File: src/rtl/imem_arbiter.sv
// rtl/imem_arbiter.sv - two-port round-robin arbiter in front of a combinational instruction memory
// One-cycle read latency; out-of-range addresses return zero data with an error flag.
module imem_arbiter #(
  parameter int N     = 32,
  parameter int AW    = 6,
  parameter int DEPTH = 50
) (
  input  logic          clk,
  input  logic          reset,
  input  logic          req0,
  input  logic [AW-1:0] addr0,
  output logic          gnt0,
  output logic          rvalid0,
  output logic [N-1:0]  rdata0,
  output logic          err0,
  input  logic          req1,
  input  logic [AW-1:0] addr1,
  output logic          gnt1,
  output logic          rvalid1,
  output logic [N-1:0]  rdata1,
  output logic          err1,
  output logic [AW-1:0] imem_addr,
  input  logic [N-1:0]  imem_q,
  output logic [15:0]   gcnt0,
  output logic [15:0]   gcnt1
);

  localparam logic [AW:0] DEPTH_L = (AW+1)'(DEPTH);

  logic          last_grant_q, last_grant_d;
  logic          rvalid0_q, rvalid0_d, rvalid1_q, rvalid1_d;
  logic [N-1:0]  rdata0_q, rdata0_d, rdata1_q, rdata1_d;
  logic          err0_q, err0_d, err1_q, err1_d;
  logic [15:0]   gcnt0_q, gcnt0_d, gcnt1_q, gcnt1_d;
  logic          out_of_range;
  logic [N-1:0]  read_word;

  // last_grant_q = 1 means port 1 was served most recently, so port 0 wins a tie
  always_comb begin
    gnt0 = reset & req0 & (~req1 | last_grant_q);
    gnt1 = reset & req1 & (~req0 | ~last_grant_q);
  end

  always_comb begin
    imem_addr = '0;
    if (gnt0) begin
      imem_addr = addr0;
    end else if (gnt1) begin
      imem_addr = addr1;
    end
    out_of_range = ({1'b0, imem_addr} >= DEPTH_L);
    read_word    = out_of_range ? '0 : imem_q;
  end

  always_comb begin
    last_grant_d = last_grant_q;
    if (gnt0) begin
      last_grant_d = 1'b0;
    end else if (gnt1) begin
      last_grant_d = 1'b1;
    end

    rvalid0_d = gnt0;
    rdata0_d  = gnt0 ? read_word : rdata0_q;
    err0_d    = gnt0 ? out_of_range : err0_q;
    rvalid1_d = gnt1;
    rdata1_d  = gnt1 ? read_word : rdata1_q;
    err1_d    = gnt1 ? out_of_range : err1_q;

    gcnt0_d = gcnt0_q;
    if (gnt0 && (gcnt0_q != 16'hFFFF)) begin
      gcnt0_d = gcnt0_q + 16'd1;
    end
    gcnt1_d = gcnt1_q;
    if (gnt1 && (gcnt1_q != 16'hFFFF)) begin
      gcnt1_d = gcnt1_q + 16'd1;
    end
  end

  always_ff @(posedge clk or negedge reset) begin
    if (!reset) begin
      last_grant_q <= 1'b1;
      rvalid0_q    <= 1'b0;
      rdata0_q     <= '0;
      err0_q       <= 1'b0;
      rvalid1_q    <= 1'b0;
      rdata1_q     <= '0;
      err1_q       <= 1'b0;
      gcnt0_q      <= '0;
      gcnt1_q      <= '0;
    end else begin
      last_grant_q <= last_grant_d;
      rvalid0_q    <= rvalid0_d;
      rdata0_q     <= rdata0_d;
      err0_q       <= err0_d;
      rvalid1_q    <= rvalid1_d;
      rdata1_q     <= rdata1_d;
      err1_q       <= err1_d;
      gcnt0_q      <= gcnt0_d;
      gcnt1_q      <= gcnt1_d;
    end
  end

  assign rvalid0 = rvalid0_q;
  assign rdata0  = rdata0_q;
  assign err0    = err0_q;
  assign rvalid1 = rvalid1_q;
  assign rdata1  = rdata1_q;
  assign err1    = err1_q;
  assign gcnt0   = gcnt0_q;
  assign gcnt1   = gcnt1_q;

endmodule

File: config.mk
export PLATFORM = sky130hd
export DESIGN_NAME = imem_arbiter
export DESIGN_NICKNAME = d
export VERILOG_FILES = /design/src/rtl/imem_arbiter.sv
export SDC_FILE = /design/constraint.sdc
export NUM_CORES = 1
export LEC_CHECK = 0
export CAP_MARGIN = 20
export CELL_PAD_IN_SITES_DETAIL_PLACEMENT = 0
export CELL_PAD_IN_SITES_GLOBAL_PLACEMENT = 1
export CORE_UTILIZATION = 37
export CTS_CLUSTER_DIAMETER = 150
export DETAILED_ROUTE_END_ITERATION = 8
export PLACE_DENSITY_LB_ADDON = 0.1
export SYNTH_ARGS = -nofsm -noshare
export SYNTH_HDL_FRONTEND = slang
export SYNTH_SLANG_ARGS = --single-unit
File: constraint.sdc
create_clock -name clk -period 3.5 [get_ports clk]
set_clock_uncertainty 0.1 [all_clocks]
set_input_delay 0.525 -clock clk [delete_from_list [all_inputs] [get_ports clk]]
set_output_delay 0.525 -clock clk [all_outputs]
set_load 0.05 [all_outputs]
==> metrics.txt <==
status=finished, final reports clean; Skew-Pair Late Insertion Delay=0.34 ns; worst endpoint data arrival time=2.52 ns; unrepaired setup endpoints after global routing=no; via count=3778; Placed Cells incl. Taps=739; DIE HEIGHT=112.8 um; port buffer count=155; adder-cell area share of the yosys netlist=0.5508%; Slew Viols, Final=0; slew margin rel.=39.55%; drt drc=0; largest cells by area after synthesis=dfrtp_1 (55%), nand2_1 (12%), o21ai_2 (7.7%), o21ai_0 (3.0%), xnor2_1 (2.3%); drt first-iter violations=195; largest stage delay on the critical path=0.59 ns; post-route antenna net violation count=0; Die Width=112.8 um; YS warnings=0; vias in the first global route=3693; clock sink total=101; clock tree buffer depth=2; Crit. End Element=output pin; Worst Hold Path Cells=2; Die ar.=12730 um2; fin crit period=3.148 ns; met2 WL=5421 um; diode count=0; R2R cell count=6; total global routing overflow=0; Compound-Gate Fraction of Synth Area=14.27%; Max stage delay cell, worst path=dlygate4sd3_1; critical path class=input pin to output pin; WL/cell=15.44 um; Non-Filler Instances=755; FF+latch count, synth=101; overall power=4259 uW; Final Setup Violations=0; post-DP HPWL=8264 um; MaxCap Viol Count=0; Ports=156; Pwr Density=647.2 nW/um2; Placeable Area=12010 um2; Psw=1714 uW; worst path cell trace=dlygate4sd3_1 > buf_4 > nand3_2 > inv_1 > a22o_1 > buf_12; global-route wire length before repair=19140 um; Worst EP required=2.87 ns; Final Hold Vio Count=0; part of the power in the clock network=23.7%; initial antenna violation count=0; met3 routed WL=558 um; dominant register cell in the synthesized netlist=dfrtp_1; syn_nets=496; Final Worst Setup Slack=0.3521 ns; Mapped Cells=446; LEAKAGE=0.002860 uW; DP Worst Slack=0.4772 ns; ys async rst share=100.0%; H-tree depth=3; Max FO, Critical Path=32; sw frac=40.24%; Post-Syn Area=4543 um2; starting density of the core=37.82%; Avg Cell Area, Syn=10.19 um2; clock slew at reported path FFs=0.07 ns; CTS tree=done; Total Routed Length=11650 um; largest family of logic cells by synthesized area=simple AND/OR/NAND/NOR gates; final clock period utilization by the worst path=89.94%; drt via density=5.004; mux cell area share after synthesis=0.9915%; Synth top area share=55.08%; peak supply drop=0.5281 mV; drt pass-1 iters=6; Yosys cell types=44; largest net degree at the start of global routing=72; Site Rows=40; Root Driver=clkbuf_16; # nets final=654; dominant cell type by area after synthesis=dfrtp_1; # Post-CTS Setup Buffers=0; Flop pwr share=36.5%; Max Freq=0.3177 GHz; GP Congestion=0.7519; XOR/XNOR Fraction of Synth Area=4.627%; Post-Synth Simple-Gate Area=19.80%; fin util=54.79%; Setup TNS=0 ns; Gate power share=39.8%; total track usage=19.39%; proportion of layout cells with a drive suffix above 1=14.47%; TritonCTS buffer count=9; post-synthesis sequential area ratio=55.66%; Hold WC Path Type=flip-flop to flip-flop; Synth-to-Final Area Change=44.86%; Int Pwr=2545 uW; WL met1=5458 um; slew of the pin with the lowest slew margin=0.9067 ns; startpoint types=input pin; number of synthesized flops with an enable pin=0; Highest Signal Layer=met4
[registers in the layout (all words and copies together) (netlist names)]
name          count
rdata0           32
rdata1           32
gcnt0            16
gcnt1            16
err0              1
err1              1
last_grant_q      1
rvalid0           1
rvalid1           1
[kinds of logic (layout without fill, tap and decap cells)]
group | count (synthesis) | in the layout
buffers and inverters | 27 | 189
adders and majority gates | 2 | 2
and+or+nand+nor | 199 | 199
DFF | 101 | 101
xor gates and xnor gates | 24 | 24
AOI/OAI and AO/OA | 89 | 89
muxes | 4 | 4
[area by class of cell]
type,instances,area [um2]
Tap cell,147,183.9
Clock inverter,1,30.03
Inverter,5,18.77
Fill cell,1122,5430
Sequential cell,101,2529
Multi-Input combinational cell,318,1839
Clock buffer,14,264.0
Timing Repair Buffer,169,1717
[cell usage in the layout, fill, tap and decap left out, drive strengths merged, types with 2 or more instances in the layout]
cell / netlist / layout
nand2: 143 / 143
dfrtp: 100 / 100
and4: 3 / 3
a21oi: 5 / 5
ha: 2 / 2
nor2b: 2 / 2
nor4: 5 / 5
a31oi: 9 / 9
nor2: 8 / 8
a22oi: 2 / 2
mux2: 4 / 4
inv: 5 / 5
nand3: 10 / 10
and3: 11 / 11
o21ai: 67 / 67
clkdlybuf4s50: 0 / 148
nand4: 7 / 7
xnor2: 12 / 12
nor3: 3 / 3
xor2: 12 / 12
buf: 9 / 20
clkbuf: 13 / 14
[what timing repair did]
action	CTS	global route
endpoints found under the hold margin	16	0
gates resized for setup	0	0
hold buffers	1	0
[synth_stat cells, types with 4 or more instances]
| master | number |
|---|---|
| dfrtp_1 | 100 |
| nand4_1 | 7 |
| clkbuf_1 | 11 |
| mux2_2 | 4 |
| nand3_1 | 9 |
| buf_12 | 4 |
| o21ai_0 | 27 |
| nor2_1 | 6 |
| and3_1 | 11 |
| nor4_1 | 5 |
| nand2_1 | 142 |
| xor2_1 | 12 |
| o21ai_2 | 40 |
| inv_1 | 4 |
| a31oi_1 | 9 |
| a21oi_1 | 5 |
| xnor2_1 | 12 |
[power groups by stage]
stage / clock network [uW] / logic (uW) / registers (uW)
2_1_floorplan: 0 / 338 / 2300
3_3_place_gp: 0 / 1690 / 1570
3_5_place_dp: 0 / 1710 / 1580
4_1_cts: 1030 / 1710 / 1560
5_1_grt: 1080 / 1790 / 1590
6_report: 1010 / 1690 / 1560
[critical path, delay by kind of cell]
| family | cells | cell delay, ns |
|---|---|---|
| compound gates | 1 | 0.27 |
| simple gates | 1 | 0.21 |
| buf+inv | 4 | 1.49 |
[layer usage]
layer	vias up	GRT usage, %
li1	1829	-
met1	1829	26.13
met2	107	30.04
met3	13	4.124
met4	0	8.889
met5	-	0
[stage by stage]
step | hold slack (ns) | instance area, um2
finish | 0.3761 | 6581
global route | 0.4028 | 6581
CTS | 0.3794 | 6581
detailed placement | 0.3636 | 6277
global placement | 0.3604 | 6277
floorplan | 0.1294 | 4543
[final timing paths]
path,end,start,slack [ns]
max in group asynchronous,rvalid0$_DFF_PN0_,reset,1.17
setup reg to reg,rdata1[4]$_DFFE_PN0N_,last_grant_q$_DFFE_PN1P_,1.20
hold / removal,rdata0[23]$_DFFE_PN0P_,rdata0[23]$_DFFE_PN0P_,0.38
min in group asynchronous,gcnt0[2]$_DFFE_PN0P_,reset,0.63
hold reg to reg,rdata0[23]$_DFFE_PN0P_,rdata0[23]$_DFFE_PN0P_,0.38
setup / recovery,imem_addr[0],reset,0.35
No activity file was read; power rests on OpenSTA's default activity.
